### config.mk
export PLATFORM = sky130hd
export DESIGN_NAME = imem_stream_loader
export DESIGN_NICKNAME = d
export VERILOG_FILES = /design/src/rtl/imem_stream_loader.sv
export SDC_FILE = /design/constraint.sdc
export NUM_CORES = 1
export LEC_CHECK = 0
export BUFFER_PORTS_ARGS = -buffer_cell sky130_fd_sc_hd__buf_4
export CAP_MARGIN = 40
export CORE_MARGIN = 5
export CORE_UTILIZATION = 50
export DETAILED_ROUTE_END_ITERATION = 16
export GPL_TIMING_DRIVEN = 0
export PLACE_DENSITY = 0.7
export SKIP_CTS_REPAIR_TIMING = 1
export SLEW_MARGIN = 40
export SYNTH_ARGS = -nofsm -noshare
export SYNTH_HDL_FRONTEND = slang
export SYNTH_SLANG_ARGS = --single-unit
### constraint.sdc
create_clock -name clk -period 2.45 [get_ports clk]
set_input_delay 0.3675 -clock clk [delete_from_list [all_inputs] [get_ports clk]]
set_output_delay 0.3675 -clock clk [all_outputs]
set_load 0.1 [all_outputs]
### src/rtl/imem_stream_loader.sv
// Byte-stream instruction memory loader: parses a length header, writes big-endian
// words from address 0 while the CPU is held in reset, and releases it on a good XOR checksum.
module imem_stream_loader #(
    parameter int ADDR_W = 6
) (
    input  logic              clk,
    input  logic              reset,
    input  logic              in_valid,
    input  logic [7:0]        in_data,
    output logic              in_ready,
    output logic              imem_we,
    output logic [ADDR_W-1:0] imem_addr,
    output logic [31:0]       imem_wdata,
    output logic              cpu_reset,
    output logic              done,
    output logic              error
);
    localparam int MAX_WORDS = 2 ** ADDR_W;
    localparam logic [ADDR_W:0] ONE = (ADDR_W + 1)'(1);

    typedef enum logic [2:0] {HDR_HI, HDR_LO, PAYLOAD, CHECK, RUN, ERR} state_t;

    state_t          state;
    logic [7:0]      n_hi;
    logic [ADDR_W:0] n_words;
    logic [ADDR_W:0] word_idx;
    logic [1:0]      byte_cnt;
    logic [23:0]     word_sr;
    logic [7:0]      csum;
    logic            accept;
    logic [15:0]     n_full;

    assign accept = in_valid & in_ready;
    assign n_full = {n_hi, in_data};

    always_ff @(posedge clk or negedge reset) begin
        if (!reset) begin
            state      <= HDR_HI;
            n_hi       <= '0;
            n_words    <= '0;
            word_idx   <= '0;
            byte_cnt   <= '0;
            word_sr    <= '0;
            csum       <= '0;
            in_ready   <= 1'b0;
            imem_we    <= 1'b0;
            imem_addr  <= '0;
            imem_wdata <= '0;
            cpu_reset  <= 1'b1;
            done       <= 1'b0;
            error      <= 1'b0;
        end else begin
            imem_we <= 1'b0;
            // Terminal transitions below override this with 0 at the same edge.
            if (state != RUN && state != ERR)
                in_ready <= 1'b1;

            if (accept) begin
                case (state)
                    HDR_HI: begin
                        n_hi  <= in_data;
                        csum  <= csum ^ in_data;
                        state <= HDR_LO;
                    end
                    HDR_LO: begin
                        csum <= csum ^ in_data;
                        if (n_full > 16'(MAX_WORDS)) begin
                            state    <= ERR;
                            error    <= 1'b1;
                            in_ready <= 1'b0;
                        end else if (n_full == 16'd0) begin
                            state <= CHECK;
                        end else begin
                            n_words <= n_full[ADDR_W:0];
                            state   <= PAYLOAD;
                        end
                    end
                    PAYLOAD: begin
                        csum     <= csum ^ in_data;
                        byte_cnt <= byte_cnt + 2'd1;
                        if (byte_cnt == 2'd3) begin
                            imem_we    <= 1'b1;
                            imem_addr  <= word_idx[ADDR_W-1:0];
                            imem_wdata <= {word_sr, in_data};
                            word_idx   <= word_idx + ONE;
                            if (word_idx == n_words - ONE)
                                state <= CHECK;
                        end else begin
                            word_sr <= {word_sr[15:0], in_data};
                        end
                    end
                    CHECK: begin
                        in_ready <= 1'b0;
                        if (csum == in_data) begin
                            state     <= RUN;
                            done      <= 1'b1;
                            cpu_reset <= 1'b0;
                        end else begin
                            state <= ERR;
                            error <= 1'b1;
                        end
                    end
                    default: ;
                endcase
            end
        end
    end
endmodule

==> impl_metrics.csv <==
group,metric,value,unit
outcome,status,"finished clean",
timing,max_slew_margin,55.9,%
critical_path,crit_chain,"nand3b_1 > nor3b_2 > nor2b_1 > buf_2 > buf_4 > mux2_2",
grt,antenna_found_initial,0,
grt,overflow,0,
die,die-height,102,microns
cells_and_area,multi_input_area,0.00159,sq mm
synth,synthDistinctLibCells,37,
clock_network,h-tree-depth,3,
synth,ys_seq_elements,102,
critical_path,max_stage_delay,400,ps
timing,period_share,85.4,%
grt,grt_pass1_wl,13300,microns
pwr,peakVddDrop,0.000410,V
clock_network,clk_latency,360,ps
timing,skew,12.2,ps
synth,yosysMostFrequentCell,"dfrtp_1",
die,rows,33,
place,io_buffers,51,
min_path,worstHoldPathType,"input port to flop",
place,place.gp.congestion,0.807,
synth,avgSynthCellArea,14.5,sq um
critical_path,critPathRequiredTime,2700,ps
synth,yosysSeqAreaShare,60.5,%
die,initial_core_util,51.3,%
synth,synth_area_leaders,"dfrtp_1 60%, mux2_2 21%, xnor2_1 4.8%",
die,num_io_pins,54,
critical_path,startpoint_type,"flop",
cells_and_area,post-route-cell-area,0.00499,sq mm
detailed_routing,vias_per_cell,5.20,
synth,ys_top_cells_by_count,"101 x dfrtp_1, 80 x mux2_2, 23 x xnor2_1",
critical_path,crit_arrival,2340,ps
critical_path,critPathBufInv,2,
cells_and_area,drive_gt1_share,45.6,%
cells_and_area,num-nets-final,369,
clock_network,root_buffer,"clkbuf_8",
grt,grt_max_degree,103,
detailed_routing,vias,2419,
timing,max_freq,0.478,GHz
timing,tns,0,ps
detailed_routing,wl_per_cell,16.5,microns
die,die_w,102,microns
min_path,hold-path-endpoint,"word_sr[0]",
min_path,holdCritStartpoint,"in_data[0]",
critical_path,reg2reg_from,"state[2]",
timing,setup_viol,0,
synth,ys_async_sr_fraction,100,%
critical_path,cp_slowest_cell,"dfrtp_1",
synth,synth_edf_count,0,
critical_path,crit_family,"simple AND/OR/NAND/NOR gates",
detailed_routing,route.detailed.drc,0,
detailed_routing,first_pass_iters,4,
detailed_routing,drt_wl_total,7650,microns
clock_network,cts_num_sinks,102,
timing,rsz0062_at_grt,"no",
cells_and_area,syn_to_final_growth,18.3,%
critical_path,crit_path_end_kind,"flop",
timing,final_max_slew_viol_count,0,
run,drv_cap,0,
clock_network,ctsLongestPathBuffers,2,
timing,worst_pin_slew,662,ps
synth,synth_nets,305,
place,place_area,0.00474,sq mm
clock_network,cts_tree,"yes",
synth,synthCells,291,
grt,grtUsageTotal,16.6,%
synth,synth-main-ff-cell,"dfrtp_1",
synth,syn_area,0.00422,sq mm
cells_and_area,seqCellArea,0.00255,sq mm
synth,yosys_warnings,0,
grt,grt_pass1_vias,2601,
pwr,power.density,711,mW/mm^2
timing,period_needed,2090,ps
critical_path,path_max_fanout,10,
die,core_area,0.00822,sq mm
cells_and_area,n_antenna_cell,0,
critical_path,reg2regPathDepth,6,
die,dieArea,0.0104,sq mm
synth,synth.top_cell.area_share,59.9,%
critical_path,worstSetupPathType,"flop to flop",
synth,synth_area_leader_cell,"dfrtp_1",
pwr,leakage,2.52,nW
critical_path,r2r_setup_slack,360,ps
clock_network,cts_buffers,9,
clock_network,clkSlewWorstSetupHoldPaths,110,ps
critical_path,r2r_end,"word_sr[14]",
cells_and_area,fillers,663,
detailed_routing,drtAntennaViolNets,0,
detailed_routing,drt_iter0_drc,54,
place,place_hpwl,5350,microns
min_path,whs_path_depth,2,
timing,hold_viol,0,
[power breakdown]
part	total [mW]	leakage, nW	internal, mW	switching [mW]
registers	1.95	1.37	1.83	0.112
clock network	1.11	0.106	0.499	0.608
logic	0.492	1.04	0.226	0.266
[layer usage]
layer	global-route usage, %	share of wire (%)	vias up
met4	5.35	0.99	0
met1	23.9	46	1226
li1	-	-	1147
met3	4.03	3.9	6
met2	25.1	49	40
met5	0	0	-
[sequential cells by signal (all words and copies together) (netlist names)]
| name | cells |
|---|---|
| word_idx | 7 |
| state | 3 |
| csum | 8 |
| imem_wdata | 32 |
| n_hi | 8 |
| cpu_reset | 1 |
| byte_cnt | 2 |
| in_ready | 1 |
| word_sr | 24 |
| imem_addr | 6 |
| n_words | 7 |
| imem_we | 1 |
| error | 1 |
| done | 1 |
[layout by cell type (no fill, tap or decap), types with 2 or more instances in the layout]
master    Yosys  routed
dfrtp_1     101     101
mux2_2       80      80
buf_4         2      52
xnor2_1      23      23
nand2_1      12      12
xor2_1       10      10
buf_2         9       9
clkbuf_8      0       9
nor2_1        5       5
nor4_1        5       5
nand4_1       5       5
nand3_1       3       3
nor2b_1       3       3
a21oi_1       3       3
ha_1          3       3
inv_8         0       3
inv_1         2       2
and3b_1       2       2
nand2b_1      2       2
nor3_1        2       2
[final cells by class]
| type | instances | area share, % |
|---|---|---|
| Sequential cell | 102 | 51.2 |
| Multi-Input combinational cell | 175 | 31.9 |
| Timing Repair Buffer | 53 | 8.58 |
| Tap cell | 105 | 2.63 |
| Clock buffer | 9 | 2.48 |
| Clock inverter | 7 | 1.78 |
| Buffer | 12 | 1.28 |
| Inverter | 2 | 0.150 |
[stage by stage]
stage	cells	utilization, %	setup slack (ps)	total power, mW	hold slack (ps)
floorplan	291	-	8.35	2.33	71.9
global placement	447	57.6	400	2.45	462
detailed placement	447	57.7	369	2.47	461
CTS	463	60.3	341	3.58	61.0
global route	465	60.7	198	3.73	297
finish	465	60.7	358	3.55	305
[worst max path at each step]
stage / start / endpoint / slack [ps] / cells past startpoint
global route: state[2] / word_sr[18] / 200 / 6
finish: state[2] / word_sr[14] / 360 / 6
floorplan: in_ready / word_sr[4] / 8 / 6
CTS: state[2] / word_sr[18] / 340 / 6
detailed placement: state[2] / word_sr[7] / 370 / 6
global placement: state[2] / word_sr[15] / 400 / 6
[logic make-up (layout without fill, tap and decap cells)]
family                     Yosys count  count (layout)  share of synthesized area, %
and+or+nand+nor                     47              47                          6.20
buffers and inverters               14              83                          1.69
DFF                                102             102                          60.5
muxes                               80              80                          21.4
xor gates and xnor gates            33              33                          6.85
adders and majority gates            3               3                         0.890
AOI/OAI and AO/OA                   12              12                          2.46
[worst reg2reg max path, cell delays in order, from the launching register on]
cell and delay, ps:
dfrtp_1 400, nand3b_1 250, nor3b_2 360, nor2b_1 190, buf_2 210, buf_4 230, mux2_2 350
(Power assumes the default switching activity.)
